$ cat config.mk
export PLATFORM = sky130hd
export DESIGN_NAME = classifier_head
export DESIGN_NICKNAME = d
export VERILOG_FILES = /design/src/rtl/classifier_head.sv
export SDC_FILE = /design/constraint.sdc
export NUM_CORES = 1
export LEC_CHECK = 0
export CAP_MARGIN = 20
export CORE_AREA = 5 5 348 350
export DETAILED_ROUTE_END_ITERATION = 12
export DIE_AREA = 0 0 353 355
export PLACE_DENSITY_LB_ADDON = 0.25
export SLEW_MARGIN = 0
export SYNTH_ARGS = -nofsm -noshare
export SYNTH_HDL_FRONTEND = slang
export SYNTH_SLANG_ARGS = --single-unit
$ cat constraint.sdc
create_clock -name clk -period 9.1 [get_ports clk]
set_input_delay 1.82 -clock clk [delete_from_list [all_inputs] [get_ports clk]]
set_output_delay 1.82 -clock clk [all_outputs]
set_load 0.05 [all_outputs]
$ cat src/rtl/classifier_head.sv
// Final linear classifier: per-class bias + 16-term dot product on one shared
// multiplier, requantised to int8 logits plus an argmax class ID.
module classifier_head #(
  parameter int NUM_CLASS = 5,
  parameter int VEC_LEN   = 16,
  parameter int ACC_W     = 20,
  parameter int SHIFT     = 4
) (
  input  logic              clk,
  input  logic              rst,
  input  logic              start,
  input  logic signed [7:0] vec_in   [VEC_LEN],
  input  logic signed [7:0] weight   [NUM_CLASS][VEC_LEN],
  input  logic signed [15:0] bias    [NUM_CLASS],
  output logic signed [7:0] logits   [NUM_CLASS],
  output logic        [2:0] class_id,
  output logic              busy,
  output logic              done
);

  localparam int KW = $clog2(VEC_LEN);

  localparam logic [1:0] S_IDLE  = 2'd0;
  localparam logic [1:0] S_MAC   = 2'd1;
  localparam logic [1:0] S_STORE = 2'd2;

  localparam logic [KW-1:0]          K_LAST = KW'(VEC_LEN - 1);
  localparam logic [2:0]             C_LAST = 3'(NUM_CLASS - 1);
  localparam logic signed [ACC_W-1:0] SAT_HI = ACC_W'(127);
  localparam logic signed [ACC_W-1:0] SAT_LO = -ACC_W'(128);

  logic [1:0]              state_q, state_d;
  logic [2:0]              c_q, c_d;
  logic [KW-1:0]           k_q, k_d;
  logic signed [ACC_W-1:0] acc_q, acc_d;
  logic signed [ACC_W-1:0] best_acc_q, best_acc_d;
  logic [2:0]              best_idx_q, best_idx_d;
  logic signed [7:0]       vec_q [VEC_LEN];
  logic signed [7:0]       vec_d [VEC_LEN];
  logic signed [7:0]       logits_q [NUM_CLASS];
  logic signed [7:0]       logits_d [NUM_CLASS];
  logic [2:0]              class_id_q, class_id_d;
  logic                    busy_q, busy_d;
  logic                    done_q, done_d;

  logic signed [15:0]      prod;
  logic signed [ACC_W-1:0] prod_ext;
  logic signed [ACC_W-1:0] bias_ext;
  logic signed [ACC_W-1:0] shifted;
  logic signed [7:0]       sat_val;
  logic                    take_best;

  // The single shared multiplier; 8x8 signed always fits in 16 bits.
  assign prod     = vec_q[k_q] * weight[c_q][k_q];
  assign prod_ext = {{(ACC_W-16){prod[15]}}, prod};
  assign bias_ext = {{(ACC_W-16){bias[c_q][15]}}, bias[c_q]};
  assign shifted  = acc_q >>> SHIFT;

  always_comb begin
    sat_val = shifted[7:0];
    if (shifted > SAT_HI)      sat_val = 8'sd127;
    else if (shifted < SAT_LO) sat_val = -8'sd128;
  end

  // Strict compare on full-precision sums keeps ties on the lowest index.
  assign take_best = (c_q == 3'd0) || (acc_q > best_acc_q);

  always_comb begin
    state_d    = state_q;
    c_d        = c_q;
    k_d        = k_q;
    acc_d      = acc_q;
    best_acc_d = best_acc_q;
    best_idx_d = best_idx_q;
    vec_d      = vec_q;
    logits_d   = logits_q;
    class_id_d = class_id_q;
    busy_d     = busy_q;
    done_d     = 1'b0;
    case (state_q)
      S_IDLE: begin
        if (start) begin
          vec_d   = vec_in;
          c_d     = 3'd0;
          k_d     = '0;
          busy_d  = 1'b1;
          state_d = S_MAC;
        end
      end
      S_MAC: begin
        acc_d = (k_q == '0) ? (bias_ext + prod_ext) : (acc_q + prod_ext);
        if (k_q == K_LAST) begin
          k_d     = '0;
          state_d = S_STORE;
        end else begin
          k_d = k_q + 1'b1;
        end
      end
      S_STORE: begin
        logits_d[c_q] = sat_val;
        if (take_best) begin
          best_acc_d = acc_q;
          best_idx_d = c_q;
        end
        if (c_q != C_LAST) begin
          c_d     = c_q + 3'd1;
          state_d = S_MAC;
        end else begin
          class_id_d = take_best ? c_q : best_idx_q;
          done_d     = 1'b1;
          busy_d     = 1'b0;
          state_d    = S_IDLE;
        end
      end
      default: state_d = S_IDLE;
    endcase
  end

  always_ff @(posedge clk) begin
    if (rst) begin
      state_q    <= S_IDLE;
      c_q        <= 3'd0;
      k_q        <= '0;
      acc_q      <= '0;
      best_acc_q <= '0;
      best_idx_q <= 3'd0;
      for (int i = 0; i < VEC_LEN; i++) vec_q[i] <= '0;
      for (int i = 0; i < NUM_CLASS; i++) logits_q[i] <= '0;
      class_id_q <= 3'd0;
      busy_q     <= 1'b0;
      done_q     <= 1'b0;
    end else begin
      state_q    <= state_d;
      c_q        <= c_d;
      k_q        <= k_d;
      acc_q      <= acc_d;
      best_acc_q <= best_acc_d;
      best_idx_q <= best_idx_d;
      vec_q      <= vec_d;
      logits_q   <= logits_d;
      class_id_q <= class_id_d;
      busy_q     <= busy_d;
      done_q     <= done_d;
    end
  end

  assign logits   = logits_q;
  assign class_id = class_id_q;
  assign busy     = busy_q;
  assign done     = done_q;

endmodule

After elaboration in Yosys (flattened, before gate mapping)
Cells that the tools add are included.

Register bits: 225. Word-level logic and storage cells: 101. Output and inout port bits: 45. Input port bits: 851.

Order comparisons: 6. Mux-type cells: 33. Multipliers: 1. Bitwise gates (word level): 4. Add/sub/neg operators: 4. Equality and inequality tests: 8. Reduce and logical (&&, ||, !) cells: 15.

Operators by type and width (count): binary-select mux 128 bit (select 3 bit) (1); 2-to-1 mux 128 bit (2); binary-select mux 8 bit (select 4 bit) (2); 2-to-1 mux 8 bit (7); binary-select mux 16 bit (select 3 bit) (1); bitwise mux 40 bit (1); 2-to-1 mux 16 bit (2); demux 8 bit (select 3 bit) (1); adder 20 x 16 -> 20 bit (1); > comparator 20 bit (1); 2-to-1 mux 20 bit (1); adder 16 x 16 -> 17 bit (1); > comparator 16 x 8 -> 1 bit, second input constant (1); less-than comparator 16 x 8 -> 1 bit, second input constant (1); multiplier 8 x 8 -> 16 bit (1); AND reduction 2 bit (5); 2-to-1 mux 3 bit (3); 2-to-1 mux 4 bit (2); != test 2 bit, second input constant (4); one-hot mux 4 bit (2 select lines) (1); one-hot mux 2 bit (3 select lines) (1); one-hot mux 3 bit (2 select lines) (1); AND reduction 3 bit (2); >= comparator 5 bit, second input constant (1); other kinds (21) (27).

Logic depth before layout (Yosys ltp)
Word-level depth: 10. Mapped depth: 40.

Least setup slack after synthesis
No wires, ideal clock.

Path type: input port to flip-flop. Start point: input port weight[176] in the netlist's numbering. End point: register acc_q[19]. Arrival time: 8.361 ns. Data required time: 9.005 ns. Cell stages on the path: 33. Slack: 0.644 ns. Cell sequence: mux4_2 > a221oi_1 > nor2_1 > mux4_2 > a21oi_4 > nor2_1 > inv_1 > fa_1 > fa_1 > inv_1 > fa_1 > inv_1 > fa_1 > inv_1 > ha_1 > a21oi_1 > o21bai_1 > a21oi_1 > nor2b_1 > o21a_1 > nor2_1 > xnor2_1 > ha_1 > o21a_1 > o21a_1 > o21a_1 > o21ai_0 > nand2b_1 > o311a_1 > o41ai_2 > xnor2_1 > nand3b_1 > o311ai_1.

Cells in the longest elaborated chain, start to end: 9. Elaborated cells between the ends (all ways): 10. Those cells by class: add/sub (2); mul (1); mux (7).

Ends and longest elaborated chain: start: declaration (RTL line 13) `input logic signed [7:0] weight [NUM_CLASS][VEC_LEN],`; binary-select mux 128 bit (select 3 bit) (*) (RTL line 54) `assign prod = vec_q[k_q] * weight[c_q][k_q];`; 2-to-1 mux 128 bit (implied by the code) (*) (2 in series) (RTL line 54); binary-select mux 8 bit (select 4 bit) (*) (RTL line 54); 2-to-1 mux 8 bit (implied by the code) (*) (2 in series) (RTL line 54); multiplier 8 x 8 -> 16 bit (*) (RTL line 54); adder 20 x 16 -> 20 bit or adder 16 x 16 -> 17 bit (tied branches) (RTL line 91) `acc_d = (k_q == '0) ? (bias_ext + prod_ext) : (acc_q + prod_ext);`; 2-to-1 mux 20 bit (*) (RTL line 91); end signal: assignment (RTL line 124) `acc_q <= '0;`; end signal: assignment (RTL line 136) `acc_q <= acc_d;`; end: declaration (RTL line 35) `logic signed [ACC_W-1:0] acc_q, acc_d;`.

Mark *: on every way between the ends. The rest lies on a longest branch, timed or not. The select of a mux whose other input is x is not followed. A chain may end at the register's enable or synchronous reset.

Worst setup path after layout
Start point: input port weight[311] in the netlist's numbering. End point: register acc_q[19].

Same word-level chain as after synthesis.

==> flow_results.xml <==
<?xml version="1.0" encoding="UTF-8"?>
<metrics>
  <group name="worst_setup_path">
    <metric name="worst_setup_path_startpoint" unit="">weight[311]</metric>
    <metric name="worst_r2r_start" unit="">k_q[1]</metric>
    <metric name="setup.worst_path.end_class" unit="">register</metric>
    <metric name="setup.reg_to_reg.worst_slack" unit="ns">0.47</metric>
    <metric name="timing.critical_path.required" unit="ns">9.56</metric>
    <metric name="cpMostUsedCell" unit="">sky130_fd_sc_hd__fa_1</metric>
    <metric name="crit-reg2reg-capture" unit="">acc_q[19]</metric>
    <metric name="rr_worst_depth" unit="">33</metric>
    <metric name="timing.critical_path.arrival" unit="ns">9.21</metric>
    <metric name="cpPeakStageDelay" unit="ns">0.52</metric>
    <metric name="setup.worst_path.start_class" unit="">input pin</metric>
    <metric name="crit_fanout" unit="">7</metric>
    <metric name="worstSetupPathType" unit="">in2reg</metric>
    <metric name="worst_setup_path_endpoint" unit="">acc_q[19]</metric>
    <metric name="cp_max_stage_cell" unit="">sky130_fd_sc_hd__mux4_2</metric>
  </group>
  <group name="synth">
    <metric name="mean_instance_size_in_the_synthesized_netlist" unit="sq um">8.83</metric>
    <metric name="ys_ff_latch" unit="">225</metric>
    <metric name="post_synth_inst_count" unit="">2204</metric>
    <metric name="synth_flop_cell" unit="">sky130_fd_sc_hd__dfxtp_1</metric>
    <metric name="synth.lib_cells_used.distinct" unit="">75</metric>
    <metric name="share_of_the_yosys_chip_area_belonging_to_registers" unit="%">23.1</metric>
    <metric name="synthesis.area" unit="sq mm">0.0195</metric>
    <metric name="synth_nets" unit="">3203</metric>
    <metric name="synth-async-reset-ratio" unit="%">0</metric>
    <metric name="synth-warning-count" unit="">0</metric>
    <metric name="post-synth-top-area-fraction" unit="%">23.1</metric>
    <metric name="netlist_top_cells_count" unit="">342 x sky130_fd_sc_hd__nand2_1, 242 x sky130_fd_sc_hd__a21oi_1, 225 x sky130_fd_sc_hd__dfxtp_1</metric>
    <metric name="yosys.area.top_type" unit="">sky130_fd_sc_hd__dfxtp_1</metric>
    <metric name="synth_most_common_cell" unit="">sky130_fd_sc_hd__nand2_1</metric>
    <metric name="synth.area.top_cells" unit="">sky130_fd_sc_hd__dfxtp_1 23%, sky130_fd_sc_hd__mux4_2 18%, sky130_fd_sc_hd__nand2_1 6.6%</metric>
    <metric name="number_of_flops_mapped_to_enable_cells_by_yosys" unit="">0</metric>
  </group>
  <group name="power">
    <metric name="leakagePower" unit="nW">13.4</metric>
    <metric name="power.switching_fraction" unit="%">37.8</metric>
    <metric name="internal_power" unit="mW">3.74</metric>
    <metric name="power.share.sequential" unit="%">18.6</metric>
    <metric name="total_switching_power" unit="mW">2.27</metric>
    <metric name="vdd.ir_drop.worst" unit="mV">0.158</metric>
    <metric name="clkPwrFrac" unit="%">21.5</metric>
    <metric name="share_comb_of_total_power" unit="%">59.9</metric>
    <metric name="totalPowerFinal" unit="mW">6.01</metric>
    <metric name="pwr_density_cell" unit="mW/mm^2">179</metric>
  </group>
  <group name="detailed_routing">
    <metric name="drt_drc_violations_left" unit="">0</metric>
    <metric name="first_iter_violations" unit="">1815</metric>
    <metric name="antenna_violating_nets_post_route" unit="">0</metric>
    <metric name="drt_first_pass_iters" unit="">5</metric>
    <metric name="wl_per_cell" unit="microns">31.5</metric>
    <metric name="detail_route.vias_per_cell" unit="">4.75</metric>
    <metric name="via_count" unit="">22500</metric>
    <metric name="drt_wl_total" unit="microns">149000</metric>
  </group>
  <group name="global_route">
    <metric name="track_usage" unit="%">22.7</metric>
    <metric name="first_global_vias" unit="">22100</metric>
    <metric name="grt_start_max_net_pins" unit="">150</metric>
    <metric name="initial_antenna_violation_count" unit="">153</metric>
    <metric name="grt-ovfl-total" unit="">0</metric>
    <metric name="grt_first_pass_wirelength" unit="microns">197000</metric>
  </group>
  <group name="finish">
    <metric name="num-fill-cells" unit="">12600</metric>
    <metric name="finalInstanceArea" unit="sq mm">0.0335</metric>
    <metric name="core_occupancy_in_the_finished_layout" unit="%">28.5</metric>
    <metric name="post_route_cells_drive_above_1_share" unit="%">17.6</metric>
    <metric name="syn_to_final_growth" unit="%">71.9</metric>
    <metric name="nNetsFinal" unit="">4137</metric>
    <metric name="finalNonFillerCells" unit="">4740</metric>
  </group>
  <group name="sta">
    <metric name="timing.final.crit_period" unit="ns">8.75</metric>
    <metric name="setup_viol" unit="">0</metric>
    <metric name="tns" unit="ns">0</metric>
    <metric name="hold_violations" unit="">0</metric>
    <metric name="final.hold.worst_slack" unit="ns">0.450</metric>
    <metric name="slew-limit-headroom" unit="%">23.6</metric>
    <metric name="worst_slack" unit="ns">0.347</metric>
    <metric name="final.period_utilization" unit="%">96.2</metric>
    <metric name="skew" unit="ns">0.0293</metric>
    <metric name="max_slew.worst_pin.slew" unit="ns">1.15</metric>
    <metric name="max_transition_viols_final" unit="">0</metric>
    <metric name="fmax" unit="GHz">0.114</metric>
  </group>
  <group name="cts">
    <metric name="clock-root-buffer" unit="">sky130_fd_sc_hd__clkbuf_16</metric>
    <metric name="clock_tree.buffer_depth" unit="">3</metric>
    <metric name="clk_latency" unit="ns">0.58</metric>
    <metric name="clkSinkCount" unit="">225</metric>
    <metric name="htree_num_levels" unit="">1</metric>
    <metric name="tritoncts" unit="">built</metric>
    <metric name="postCtsHoldBufs" unit="">0</metric>
    <metric name="cts-buffers-inserted" unit="">28</metric>
    <metric name="path_clk_slew" unit="ns">0.06</metric>
  </group>
  <group name="placement">
    <metric name="placedInstanceArea" unit="sq mm">0.0310</metric>
    <metric name="portBuffers" unit="">895</metric>
    <metric name="dp.cells" unit="">4633</metric>
    <metric name="dpl_ws" unit="ns">-0.725</metric>
    <metric name="hpwlAfterDp" unit="microns">128000</metric>
    <metric name="gp_routability_congestion" unit="">0.955</metric>
  </group>
  <group name="die">
    <metric name="io_pins" unit="">896</metric>
    <metric name="die_height" unit="microns">355</metric>
    <metric name="initial_utilization" unit="%">16.6</metric>
    <metric name="fp.dieArea" unit="sq mm">0.125</metric>
    <metric name="rows" unit="">126</metric>
    <metric name="die-width" unit="microns">353</metric>
    <metric name="core_region" unit="sq mm">0.117</metric>
  </group>
  <group name="hold_path">
    <metric name="worst_hold_path_type" unit="">reg2reg</metric>
  </group>
  <group name="job">
    <metric name="max_cap_viol_count" unit="">0</metric>
  </group>
  <group name="run_status">
    <metric name="result_of_the_run" unit="">completed</metric>
  </group>
</metrics>
flip-flops by register name, summed over array words and instances, names as in the netlist, 2 cells and up:
| signal | flops |
|---|---|
| acc_q | 20 |
| best_acc_q | 20 |
| best_idx_q | 3 |
| c_q | 3 |
| class_id | 3 |
| k_q | 4 |
| logits | 40 |
| state_q | 2 |
| vec_q | 128 |
per-layer routing:
metal / vias to the layer above / GRT usage [%] / part of all wire [%]
met2: 1126 / 37.1 / 45
met5: - / 0 / 0.39
met3: 331 / 8.91 / 10
met4: 90 / 5.62 / 3.5
met1: 11000 / 28.2 / 41
li1: 9984 / - / -
cell usage in the layout, fill, tap and decap left out, types with 18 or more instances in the layout:
cell type                         instances
sky130_fd_sc_hd__dfxtp_1                219
sky130_fd_sc_hd__fa_1                    54
sky130_fd_sc_hd__nor2b_1                 19
sky130_fd_sc_hd__mux4_2                 156
sky130_fd_sc_hd__nor3_1                  42
sky130_fd_sc_hd__clkdlybuf4s50_1        750
sky130_fd_sc_hd__a211oi_1                18
sky130_fd_sc_hd__dlymetal6s2s_1         143
sky130_fd_sc_hd__buf_4                  159
sky130_fd_sc_hd__o21ai_0                 30
sky130_fd_sc_hd__a221oi_2                38
sky130_fd_sc_hd__a21oi_1                226
sky130_fd_sc_hd__nand3_1                 21
sky130_fd_sc_hd__a22oi_1                 34
sky130_fd_sc_hd__nor2_1                 179
sky130_fd_sc_hd__diode_2                 44
sky130_fd_sc_hd__clkbuf_16               30
sky130_fd_sc_hd__ha_1                    84
sky130_fd_sc_hd__mux2i_1                 86
sky130_fd_sc_hd__inv_1                  110
sky130_fd_sc_hd__a221oi_1                48
sky130_fd_sc_hd__nand2_1                341
sky130_fd_sc_hd__xnor2_1                 21
final cells by class:
| type | instances | area (sq um) | area share [%] |
|---|---|---|---|
| Antenna cell | 44 | 110 | 0.329 |
| Clock buffer | 40 | 868 | 2.59 |
| Clock inverter | 12 | 198 | 0.591 |
| Inverter | 122 | 463 | 1.38 |
| Multi-Input combinational cell | 1684 | 14500 | 43.4 |
| Sequential cell | 225 | 4520 | 13.5 |
| Tap cell | 1536 | 1920 | 5.74 |
| Timing Repair Buffer | 1077 | 10900 | 32.4 |
worst max-delay path, delay by kind of cell:
family                   cells  cell delay (ns)
XOR/XNOR                     2             0.29
multiplexers                 1             0.52
buffers and inverters        9             1.26
AND/OR/NAND/NOR              3             0.48
AO/OA/AOI/OAI               11             2.42
adder cells (fa/ha/maj)      6             2.46
worst min-delay path by stage:
stage,start,to,slack (ns),depth (start not counted)
after floorplan,vec_q[104],vec_q[104],0.43,2
after global placement,vec_q[43],vec_q[43],0.44,2
after detailed placement,vec_q[2],vec_q[2],0.45,2
after CTS,vec_q[78],vec_q[78],0.45,2
after global routing,vec_q[39],vec_q[39],0.47,2
final,vec_q[2],vec_q[2],0.45,2
kinds of logic after synthesis:
kind of cell             share of synthesized area [%]
AND/OR/NAND/NOR                                   14.9
AO/OA/AOI/OAI                                     19.0
buffers and inverters                             6.52
multiplexers                                      22.9
flip-flops                                        23.1
adder cells (fa/ha/maj)                           11.7
XOR/XNOR                                          1.84
power by group through the flow:
stage | registers [mW] | logic, mW | clock network, mW
5_1_grt | 1.13 | 3.95 | 1.37
3_3_place_gp | 1.14 | 3.40 | 0
6_report | 1.12 | 3.60 | 1.29
2_1_floorplan | 1.11 | 1.81 | 0
3_5_place_dp | 1.14 | 3.39 | 0
4_1_cts | 1.12 | 3.42 | 1.33
repair_timing:
| item | 4_1_cts | 5_1_grt |
|---|---|---|
| setup buffers | 0 | 13 |
| pin swaps | 0 | 97 |
| endpoints found under the hold margin | 0 | 0 |
| setup endpoints to repair | 4 | 8 |
| resized for setup | 5 | 306 |
No activity file was read; power rests on OpenSTA's default activity.
